## config.mk

```make
export PLATFORM = sky130hd
export DESIGN_NAME = chu_spi_slave
export DESIGN_NICKNAME = d
export VERILOG_FILES = /design/src/rtl/chu_spi_slave.sv
export SDC_FILE = /design/constraint.sdc
export NUM_CORES = 1
export LEC_CHECK = 0
export CAP_MARGIN = 40
export CORE_MARGIN = 3
export CORE_UTILIZATION = 36
export DETAILED_ROUTE_END_ITERATION = 16
export GPL_TIMING_DRIVEN = 0
export PLACE_DENSITY_LB_ADDON = 0.15
export REMOVE_ABC_BUFFERS = 1
export SYNTH_ARGS = -nofsm -noshare
export SYNTH_HDL_FRONTEND = slang
export SYNTH_SLANG_ARGS = --single-unit
```

## constraint.sdc

```tcl
create_clock -name clk -period 2.4 [get_ports clk]
set_input_delay 0.48 -clock clk [delete_from_list [all_inputs] [get_ports clk]]
set_output_delay 0.48 -clock clk [all_outputs]
set_load 0.005 [all_outputs]
```

## src/rtl/chu_spi_slave.sv

```systemverilog
// chu_spi_slave: register-mapped SPI slave with a byte RX buffer and TX hold.
// Define CHU_SPI_SLV_RXFIFO_EN for a 4-entry RX FIFO instead of one register.
module chu_spi_slave (
  input  logic        clk,
  input  logic        reset,
  input  logic        cs,
  input  logic        read,
  input  logic        write,
  input  logic [4:0]  addr,
  output logic [31:0] rd_data,
  input  logic [31:0] wr_data,
  input  logic        spi_sclk,
  input  logic        spi_mosi,
  input  logic        spi_ss_n,
  output logic        spi_miso
);

  typedef enum logic {IDLE, SHIFT} state_t;

  state_t     state_q;
  logic [1:0] sclk_q, mosi_q, ss_q;
  logic       sclk_dly_q;
  logic [7:0] rx_shift_q, tx_shift_q, tx_hold_q;
  logic [2:0] bit_cnt_q;
  logic       tx_pend_q, cpol_q, cpha_q, ovr_q, miso_q;

  logic       sclk_s, mosi_s, ss_s;
  logic       rise, fall, smp_edge, sft_edge;
  logic       wr_tx, wr_stat, wr_mode;
  logic       pop, push, full, load, ovr_set;
  logic       rx_valid;
  logic [7:0] rx_data, rx_byte, load_byte;
  logic [2:0] rx_cnt;
  logic       unused_wr;

  assign unused_wr = ^wr_data[31:8];

  always_ff @(posedge clk or posedge reset) begin
    if (reset) begin
      sclk_q     <= 2'b00;
      mosi_q     <= 2'b00;
      ss_q       <= 2'b11;
      sclk_dly_q <= 1'b0;
    end else begin
      sclk_q     <= {sclk_q[0], spi_sclk};
      mosi_q     <= {mosi_q[0], spi_mosi};
      ss_q       <= {ss_q[0], spi_ss_n};
      sclk_dly_q <= sclk_q[1];
    end
  end

  assign sclk_s   = sclk_q[1];
  assign mosi_s   = mosi_q[1];
  assign ss_s     = ss_q[1];
  assign rise     = sclk_s & ~sclk_dly_q;
  assign fall     = ~sclk_s & sclk_dly_q;
  assign smp_edge = (cpol_q ^ cpha_q) ? fall : rise;
  assign sft_edge = (cpol_q ^ cpha_q) ? rise : fall;

  assign wr_tx   = cs & write & (addr == 5'd1);
  assign wr_stat = cs & write & (addr == 5'd2);
  assign wr_mode = cs & write & (addr == 5'd3);
  assign pop     = cs & read & (addr == 5'd0) & rx_valid;

  assign push = (state_q == SHIFT) && !ss_s && smp_edge
             && (bit_cnt_q == 3'd7);
  assign load = ((state_q == IDLE) && !ss_s) || push;
  assign load_byte = tx_pend_q ? tx_hold_q : 8'hFF;
  assign rx_byte   = {rx_shift_q[6:0], mosi_s};
  assign ovr_set   = push && full && !pop;

`ifdef CHU_SPI_SLV_RXFIFO_EN
  logic [7:0] mem_q [4];
  logic [1:0] wp_q, rp_q;
  logic [2:0] cnt_q;
  logic       do_push;

  assign full    = (cnt_q == 3'd4);
  assign do_push = push && (!full || pop);

  always_ff @(posedge clk or posedge reset) begin
    if (reset) begin
      for (int i = 0; i < 4; i++) mem_q[i] <= '0;
      wp_q  <= '0;
      rp_q  <= '0;
      cnt_q <= '0;
    end else begin
      if (do_push) begin
        mem_q[wp_q] <= rx_byte;
        wp_q        <= wp_q + 2'd1;
      end
      if (pop) rp_q <= rp_q + 2'd1;
      cnt_q <= cnt_q + {2'b0, do_push} - {2'b0, pop};
    end
  end

  assign rx_valid = (cnt_q != 3'd0);
  assign rx_data  = mem_q[rp_q];
  assign rx_cnt   = cnt_q;
`else
  logic       rx_valid_q;
  logic [7:0] rx_data_q;

  assign full = rx_valid_q;

  // A pop in the same cycle frees the slot for the incoming byte
  always_ff @(posedge clk or posedge reset) begin
    if (reset) begin
      rx_valid_q <= 1'b0;
      rx_data_q  <= '0;
    end else if (push && (!rx_valid_q || pop)) begin
      rx_valid_q <= 1'b1;
      rx_data_q  <= rx_byte;
    end else if (pop) begin
      rx_valid_q <= 1'b0;
    end
  end

  assign rx_valid = rx_valid_q;
  assign rx_data  = rx_data_q;
  assign rx_cnt   = {2'b0, rx_valid_q};
`endif

  always_ff @(posedge clk or posedge reset) begin
    if (reset) begin
      state_q    <= IDLE;
      rx_shift_q <= '0;
      tx_shift_q <= '0;
      tx_hold_q  <= '0;
      bit_cnt_q  <= '0;
      tx_pend_q  <= 1'b0;
      cpol_q     <= 1'b0;
      cpha_q     <= 1'b0;
      ovr_q      <= 1'b0;
      miso_q     <= 1'b0;
    end else begin
      if (wr_tx) tx_hold_q <= wr_data[7:0];
      if (wr_tx) tx_pend_q <= 1'b1;
      else if (load) tx_pend_q <= 1'b0;
      if (wr_mode && state_q == IDLE) begin
        cpol_q <= wr_data[0];
        cpha_q <= wr_data[1];
      end
      if (ovr_set) ovr_q <= 1'b1;
      else if (wr_stat && wr_data[2]) ovr_q <= 1'b0;
      unique case (state_q)
        IDLE: begin
          miso_q    <= 1'b0;
          bit_cnt_q <= '0;
          if (!ss_s) begin
            state_q    <= SHIFT;
            tx_shift_q <= load_byte;
            miso_q     <= !cpha_q && load_byte[7];
          end
        end
        SHIFT: begin
          if (ss_s) begin
            state_q    <= IDLE;
            bit_cnt_q  <= '0;
            rx_shift_q <= '0;
            miso_q     <= 1'b0;
          end else if (smp_edge) begin
            rx_shift_q <= rx_byte;
            bit_cnt_q  <= bit_cnt_q + 3'd1;
            if (push) begin
              tx_shift_q <= load_byte;
              if (!cpha_q) miso_q <= load_byte[7];
            end
          end else if (sft_edge) begin
            // cpha=0 already shows bit 7; skip the edge right after a load
            if (cpha_q) begin
              miso_q     <= tx_shift_q[7];
              tx_shift_q <= {tx_shift_q[6:0], 1'b0};
            end else if (bit_cnt_q != 3'd0) begin
              miso_q     <= tx_shift_q[6];
              tx_shift_q <= {tx_shift_q[6:0], 1'b0};
            end
          end
        end
      endcase
    end
  end

  assign spi_miso = miso_q;

  always_comb begin
    rd_data = '0;
    unique case (1'b1)
      addr == 5'd0: rd_data = {23'b0, rx_valid, rx_data};
      addr == 5'd2: rd_data = {25'b0, rx_cnt, state_q == SHIFT,
                               ovr_q, !tx_pend_q, rx_valid};
      addr == 5'd3: rd_data = {30'b0, cpha_q, cpol_q};
      default:      rd_data = '0;
    endcase
  end

endmodule

```

* Word level (Yosys, flattened, before mapping)
Cells that the tools add are included.
Cells by class: bitwise operators 13, mux-type cells 33, reduce and logical (&&, ||, !) cells 26, $add $sub $neg 1, eq/ne operators 14
Operator list (number):
- $mux 8 | 8
- $pmux 9 s3 | 1
- $mux 1 | 17
- $pmux 8 s2 | 1
- $mux 7 | 2
- $eq 5x2->1 const B | 2
- $logic_and 1x1->1 | 10
- $and 1x1->1 | 9
- $ne 4x1->1 const B | 2
- $reduce_bool 2->1 | 4
- $mux 3 | 2
- $ne 3x1->1 const B | 2
- $pmux 3 s2 | 1
- $eq 5x1->1 const B | 1
- $logic_not 1->1 | 5
- $logic_not 5->1 | 1
- $ne 5x1->1 const B | 1
- $reduce_and 5->1 | 1
- $ne 2x2->1 const B | 2
- $ne 4x3->1 const B | 1
- $ne 4x4->1 const B | 1
- $reduce_and 4->1 | 1
- $add 3x1->3 const B | 1
- $eq 3x3->1 const B | 1
- 7 further kinds | 10
Word-level totals: word-level logic and storage cells 103, output and inout port bits 33, register bits after elaboration 48, input bits 45

* Logic depth before layout (Yosys ltp)
depth in word-level cells 9, mapped depth 6, depth with buffers taken out 6

* Worst setup path after synthesis
Ideal clock, no wire load.
path type input to register, from in addr[1], to reg rx_data_q[0], in the netlist rx_data[0], stages 5, arrival time 1.777 ns, path slack 0.498 ns, library setup time 0.125 ns, buffers on the path 0, data required time 2.275 ns, path through or4_4 nor2_8 a31o_4 nand3_4 mux2_2
On the way: word-level cells in the longest chain between the ends 5
Ends and longest elaborated chain:
- from (decl) | line 9 | input logic [4:0] addr,
- $logic_not 5->1 | line 63 | assign pop = cs & read & (addr == 5'd0) & rx_valid;
- $and 1x1->1 (2 in series) | line 63
- $logic_or 1x1->1 | line 111 | end else if (push && (!rx_valid_q || pop)) begin
- $logic_and 1x1->1 | line 111
- to (signal assigned) | line 113 | rx_data_q <= rx_byte;
- to (decl) | line 102 | logic [7:0] rx_data_q;
No other way between the ends. A chain may end at the register's enable or synchronous reset.

* Final worst setup path
from in addr[2], to out rd_data[3]
On the way: word-level cells in the longest chain between the ends 2, elaborated cells on any way between the ends 4, classes of those cells eq/ne: 2; mux: 1; reduce/logical: 1
Ends and longest elaborated chain:
- $eq 5x2->1 (tied with other cells) | line 192 | addr == 5'd3: rd_data = {30'b0, cpha_q, cpol_q};
- $pmux 9 s3 (*) | line 188 | unique case (1'b1)
- to (decl) | line 10 | output logic [31:0] rd_data,
Every way passes the cells marked *; elsewhere a longest branch is shown, timed or not.

==> impl_results.rst <==
.. list-table::
   :header-rows: 1

   * - Metric
     - Value
   * - Leakage power
     - roughly 1.3 nW
   * - Count of yosys warnings during synthesis
     - 0
   * - Worst R2R Setup Slack
     - about 0.21 ns
   * - Clock buffers created by TritonCTS
     - 5
   * - Classification of the worst setup path
     - input pin to primary output
   * - Worst Path Arrival
     - approximately 1.9 ns
   * - Clock-pin slew on the worst setup and hold paths
     - about 0.08 ns
   * - Switching power share of the total
     - 0.248
   * - Clock Power Share
     - 0.302
   * - Clock tree sinks
     - between 40 and 50
   * - Placeable core area
     - around 0.0065 mm^2
   * - Crit path time final
     - between 2 and 2.5 ns
   * - Final net count
     - 290
   * - Number of antenna violations at the first check in global routing
     - 0
   * - Synthesized instance count
     - around 200
   * - Routed wire length
     - approximately 4700 um
   * - Netlist area before placement
     - 0.00247 mm^2
   * - Final period util
     - 0.986
   * - Worst supply voltage drop on vdd
     - roughly 0.26 mV
   * - Num ports
     - just under 80
   * - Starting DRT DRC Count
     - 45
   * - First-pass GRT wire length
     - 7860 um
   * - Worst Hold End
     - mosi_q[1]
   * - CTS tree
     - yes
   * - Startpoint of the most critical hold path
     - mosi_q[0]
   * - Share of the core filled with cells
     - 0.446
   * - Routed vias/inst
     - a little under 5
   * - Worst hold stages
     - 0
   * - Average size of a mapped cell
     - 12.2 um^2
   * - Relative slew slack
     - 0.631
   * - Clock insertion delay at the later pin of the skew report
     - approximately 0.29 ns
   * - Slew of the pin with the lowest slew margin
     - about 0.55 ns
   * - Post-detailed-route count of antenna-violating nets
     - 0
   * - Std cell rows
     - 29
   * - Max H-tree Level
     - 2
   * - Number of enable-type register cells in the synthesized netlist
     - 0
   * - Final max-slew violation count
     - 0
   * - Reg-to-reg startpoint
     - cpha_q
   * - Diode count
     - 0
   * - Max cap viols
     - 0
   * - Clock skew
     - ~0.0074 ns
   * - CTS max path bufs
     - 2
   * - Router iterations before antenna repair
     - 4
   * - Most used DFF post-synth
     - dfrtp_1
   * - Post-synthesis cell type count
     - between 40 and 50
   * - Share of layout cells above drive strength 1
     - 0.292
   * - Setup WS pre-CTS
     - -0.478 ns
   * - Register share of total power
     - 0.559
   * - DRC viols
     - 0
   * - Simple-gate area share of the yosys netlist
     - 0.102
   * - Number of setup violations in the final report
     - 0
   * - Net switching power of the design
     - roughly 0.00040 W
   * - Element type at the critical path start
     - input pin
   * - Pin count of the biggest net entering global routing
     - 32
   * - Post-synthesis mux area share
     - 0.173
   * - Setup repair after global routing missed its margin
     - no
   * - Port-buffer cells
     - 30
   * - Routed length per instance
     - approximately 15 um
   * - Die height
     - roughly 89 um
   * - Status
     - completed
   * - Combinational fraction of design power
     - 0.139
   * - Routability congestion estimate from global placement
     - ~0.76
   * - Synth Area in Compound Gates
     - 0.105
   * - Power density over cell area
     - about 560 mW/mm^2
   * - Horizontal extent of the die
     - about 89 um
   * - Starting Density
     - 0.380
   * - Filler cell count
     - 618
   * - Area Growth Syn to Fin
     - 17.3%
   * - Clk Tree Root Cell
     - clkbuf_8
   * - Largest fanout on the critical path
     - 4
   * - Async SR Flop Fraction
     - 1.00
   * - Critical path capture point type
     - primary output
   * - Combined global-route utilization of all metal layers
     - 0.132
   * - Combinational family with the most area after synthesis
     - multiplexers
   * - Hold crit path type
     - flop to flop
   * - Number of vias in the routed layout
     - ~1,600
   * - Maximum clock frequency
     - between 400 and 500 MHz
   * - Worst r2r path cells
     - 5
   * - R2r endpoint
     - tx_shift_q[3]
   * - Internal power contribution
     - 0.00121 W
   * - XOR/XNOR Fraction of Synth Area
     - 0.0147
   * - Number of hold-slack violations in the final timing report
     - 0
   * - Remaining global-route overflow
     - 0
   * - Via count of the first global-routing pass
     - between 1,500 and 2,000
   * - Synthesized flop and latch total
     - between 40 and 50
   * - Full die area
     - ~0.0079 mm^2
   * - DP Wirelength
     - about 3400 um
   * - Critical path required time
     - roughly 1.9 ns
   * - Adder-cell area share of the yosys netlist
     - 0.0152
   * - Slack of the critical path
     - roughly 0.033 ns
   * - Sequential fraction of the synthesis area
     - 0.487
-- area by class of cell --
class	instances	area [um^2]	share of cell area
flip-flops and latches	48	1200	0.415
inverters	12	45.0	0.0155
repair buffers	38	347	0.120
clock buffers	8	90.1	0.0311
well taps	77	96.3	0.0332
multi-input cells	137	1120	0.385
-- cells in the final DEF (no fill, tap or decap), types with 3 or more instances in the layout --
| cell type | instances |
|---|---|
| ha_1 | 3 |
| clkbuf_8 | 6 |
| nand2b_1 | 6 |
| mux2_2 | 28 |
| dfrtp_1 | 46 |
| buf_4 | 6 |
| a22o_1 | 9 |
| nor3_1 | 3 |
| clkdlybuf4s50_1 | 16 |
| buf_6 | 3 |
| and2_2 | 3 |
| nor2b_1 | 4 |
| nand2_1 | 8 |
| a22o_2 | 3 |
| inv_1 | 11 |
| o21ai_0 | 9 |
| conb_1 | 23 |
| dlygate4sd2_1 | 6 |
| mux2i_1 | 9 |
| clkbuf_2 | 3 |
-- synth_stat cells, drive strengths merged (2+ instances only) --
cell | number | area [um^2]
dfrtp | 46 | 1150
mux2 | 28 | 315
buf | 27 | 201
a22o | 12 | 109
inv | 12 | 45.0
mux2i | 10 | 113
nand2 | 9 | 36.3
o21ai | 9 | 45.0
nand2b | 6 | 37.5
nor2 | 4 | 33.8
nor2b | 4 | 25.0
nor3 | 4 | 20.0
and2 | 3 | 22.5
ha | 3 | 37.5
nand3 | 3 | 27.5
a21oi | 2 | 21.3
dfstp | 2 | 52.6
nand4 | 2 | 12.5
nor4bb | 2 | 20.0
-- worst max-delay path by stage --
stage                  from             to  cells past startpoint
floorplan            cpha_q  tx_shift_q[1]                      5
global placement    addr[1]     rd_data[1]                      6
detailed placement  addr[1]     rd_data[1]                      6
CTS                 addr[3]     rd_data[4]                      6
global route        addr[2]     rd_data[3]                      7
finish              addr[2]     rd_data[3]                      7
-- metrics by stage --
step | area, um^2 | setup TNS (ns) | total power [W] | std cells | hold slack [ns]
finish | 2900 | 0 | 0.00161 | 320 | 0.357
global route | 2900 | 0 | 0.00171 | 320 | 0.360
CTS | 2910 | 0 | 0.00164 | 321 | 0.358
detailed placement | 2770 | -5.59 | 0.00114 | 304 | 0.340
global placement | 2750 | -17.74 | 0.00114 | 303 | 0.336
floorplan | 2350 | 0 | 0.00105 | 196 | 0.331
-- repair_timing --
item,CTS,global route
pin swaps,3,3
gates resized for setup,31,7
setup buffers,8,0
hold buffers,0,0
setup endpoints to repair,9,7
gates cloned,1,0
-- metal layers --
layer / routed length [um] / up-vias / track usage
met3: 233 / 5 / 0.0382
met2: 2290 / 43 / 0.204
met4: 51 / 0 / 0.0453
li1: - / 743 / -
met1: 2090 / 771 / 0.178
met5: 0 / - / 0
-- logic make-up (layout without fill, tap and decap cells) --
group | after synthesis | after routing
adder cells (fa/ha/maj) | 3 | 3
buffers and inverters | 40 | 58
XOR/XNOR | 2 | 2
AND/OR/NAND/NOR | 39 | 40
AO/OA/AOI/OAI | 31 | 31
other | 1 | 23
flip-flops | 48 | 48
multiplexers | 38 | 38
-- flip-flops by register name, summed over array words and instances, names as in the netlist --
register,flops
ovr_q,1
tx_hold_q,8
rx_data,8
rx_shift_q,7
cpol_q,1
full,1
ss_q,2
bit_cnt_q,3
spi_miso,1
tx_shift_q,8
sclk_dly_q,1
sclk_q,2
state_q,1
cpha_q,1
mosi_q,2
tx_pend_q,1
-- power groups by stage --
stage	combinational, W	clock (W)	sequential [W]
floorplan	0.000148	0	0.000907
global placement	0.000219	0	0.000919
detailed placement	0.000225	0	0.000920
CTS	0.000227	0.000507	0.000904
global route	0.000251	0.000547	0.000911
finish	0.000224	0.000488	0.000903
-- critical path, cell delays in order --
cell and delay, ns:
dlygate4sd2_1 0.25, or4_4 0.60, nor2_8 0.13, buf_6 0.10, buf_4 0.09, a22o_2 0.14
buf_6 0.09
(Power assumes the default switching activity.)
==> edit (same settings) <==
Add a define of `CHU_SPI_SLV_RXFIFO_EN`.
--- a/src/rtl/chu_spi_slave.sv
+++ b/src/rtl/chu_spi_slave.sv
@@ -1,5 +1,7 @@
 // chu_spi_slave: register-mapped SPI slave with a byte RX buffer and TX hold.
 // Define CHU_SPI_SLV_RXFIFO_EN for a 4-entry RX FIFO instead of one register.
+`define CHU_SPI_SLV_RXFIFO_EN
+
 module chu_spi_slave (
   input  logic        clk,
   input  logic        reset,
Function: same outputs for any inputs over 10 cycles, from zero or initial values and one cycle with reset high; that may be too few to reach the edited logic, so the function may still have changed.
==> edit against the original RTL <==
Sequential cell count rose by 30; synthesized area rose by 59%; cell area rose by 64%; synthesized cell count rose by 53%; clock skew rose by 12 ps; wire length rose by 85%; setup slack got worse by 17 ps; total power rose by 85%; critical path type is now register to primary output; critical endpoint is now rd_data[0]; highest routed layer unchanged.
==> edit: results (changes against the original RTL) <==
| Metric | Value |
|---|---|
| Outcome | `completed` |
| CP startpoint | `rp_q[0]$_DFFE_PP0P_` |
| First-pass GRT wire length | `14.20 mm (+81%)` |
| Crit-path max FO | `4 (unchanged)` |
| Largest registers | `mem_q (32), tx_hold_q (8), tx_shift_q (8)` |
| GRT Util Overall | `14.60% (+1.4 points)` |
| Max VDD drop | `0.0002716 V (+5.5%)` |
| Crit path max-delay cell type | `dfrtp_4` |
| CTS buffer count | `9 (+4)` |
| Initial antenna violation count | `0 (unchanged)` |
| R2R setup slack | `80 ps (-130 ps)` |
| DRT Pass-1 Iters | `4 (unchanged)` |
| Worst Path Arrival | `1900 ps` |
| Share of post-route cells with drive strength above 1 | `35.91% (+6.7 points)` |
| H-tree lvl count | `3 (+1)` |
| Vias in the first global route | `2672 (+71%)` |
| Hold path start | `mosi_q[0]$_DFF_PP0_` |
| Worst R2R Path Depth | `9 (+4)` |
| Critical Path Max Stage Delay | `510 ps (-90 ps)` |
| Worst Hold Depth | `0 (unchanged)` |
| Register area share after synthesis | `49.60% (+0.89 points)` |
| Final Wtd Congestion | `0.6865 (-9.3%)` |
| Worst Tran Pin Value | `706.1 ps (+152.6 ps)` |
| Ranking of synthesized cells by area | `dfrtp_1 (48%), mux2_2 (13%), mux4_2 (4.6%)` |
| Synth cell types | `49 (+17%)` |
| Average wire per standard cell | `17.35 um (+19%)` |
| Vias after detailed routing | `2557 (+64%)` |
| Reg2reg end | `cnt_q[1]$_DFF_PP0_` |
| Final #Nets | `412 (+42%)` |
| Most instantiated cells after synthesis | `dfrtp_1 (76), mux2_2 (46), buf_4 (23)` |
| Synth async-reset ratio | `100.0% (unchanged)` |
| Hpwl dp | `5.794 mm (+72%)` |
| P_leak | `2.147 nW (+61%)` |
| Critical path's top delay family | `flip-flops` |
| DRT iter0 DRCs | `124 (+180%)` |
| Largest net degree at the start of global routing | `46 (+44%)` |
| Hold_ws | `357.4 ps (+0.8130 ps)` |
| Skew final | `19.41 ps (+12.04 ps)` |
| Ys Warns | `0 (unchanged)` |
| Later-pin clock latency in the skew report | `370 ps (+80 ps)` |
| FF-to-FF Start | `bit_cnt_q[0]$_DFFE_PP0P_` |
## edit: cell count changes in the layout (fill, tap and decap cells not counted), moves of 4 or more
cell / delta
a211o_1: +7
buf_4: +8
o21ai_0: -4
mux2_2: +17
mux4_2: +8
nor2_1: +8
dfrtp_1: +26
a32o_1: +7
mux2i_1: -4
o31a_1: +7
nand4_2: +4
## edit: area by class of cell
class                   instances  area [um^2]
well taps                     136        170.2
clock buffers                   9        123.9
flip-flops and latches         78         1962
repair buffers                 49        459.2
multi-input cells             208         1916
clock inverters                 7        68.82
inverters                      11        45.04
fillers                       990         5718
## edit: repair_timing
item                                    CTS  global route
setup buffers                            13             4
pin swaps                                 9             3
resized for setup                        54            14
hold endpoints to repair                  0             0
endpoints found under the setup margin   45            11
## edit: metrics by stage
stage          setup TNS (ps)  cells  setup slack, ps  cell area [um^2]
2_1_floorplan           -5922    297           -270.3              3797
3_3_place_gp          -134950    463            -1440              4268
3_5_place_dp           -24360    465            -1190              4305
4_1_cts                -36.15    494           -30.87              4692
5_1_grt                -128.2    498           -51.06              4745
6_report                    0    498            16.26              4745
## edit: cell families after synthesis
kind of cell / after synthesis / synth area share (%)
compound gates: 50 / 10.61
mux: 61 / 19.50
simple gates: 56 / 8.289
xor+xnor: 8 / 1.778
fa+ha+maj: 10 / 3.366
other cells: 1 / 0.09518
flops: 78 / 49.60
buf+inv: 46 / 6.764
## edit: worst max-delay path by stage
stage,to,slack [ps],cells past startpoint
after floorplan,cnt_q[2]$_DFF_PP0_,-270,8
after CTS,rd_data[3],-30,5
after detailed placement,cnt_q[2]$_DFF_PP0_,-1190,9
after global routing,rd_data[4],-50,6
after global placement,mosi_q[0]$_DFF_PP0_,-1440,2
final,rd_data[0],20,5
## edit: metal layers
layer  share of wire (%)  GRT usage [%]  up-vias
met2                  47          23.62       66
met3                 4.4          3.288       11
met1                  47          19.36     1293
met5                   0              0        -
met4                 1.5          4.926        0
li1                    -              -     1187
## edit: worst reg2reg max path, cell delays in order, from the launching register on
cell	delay, ps
dfrtp_1	400
ha_2	190
ha_2	170
and3b_1	190
mux2_4	300
nand3_4	120
ha_4	210
inv_1	50
ha_2	160
fa_2	420
## edit: power by group
| group | total [mW] | internal [mW] | switching, mW |
|---|---|---|---|
| registers | 1.50 | 1.40 | 0.0999 |
| logic | 0.506 | 0.268 | 0.238 |
| clock network | 0.981 | 0.410 | 0.570 |
| total | 2.99 | 2.08 | 0.908 |
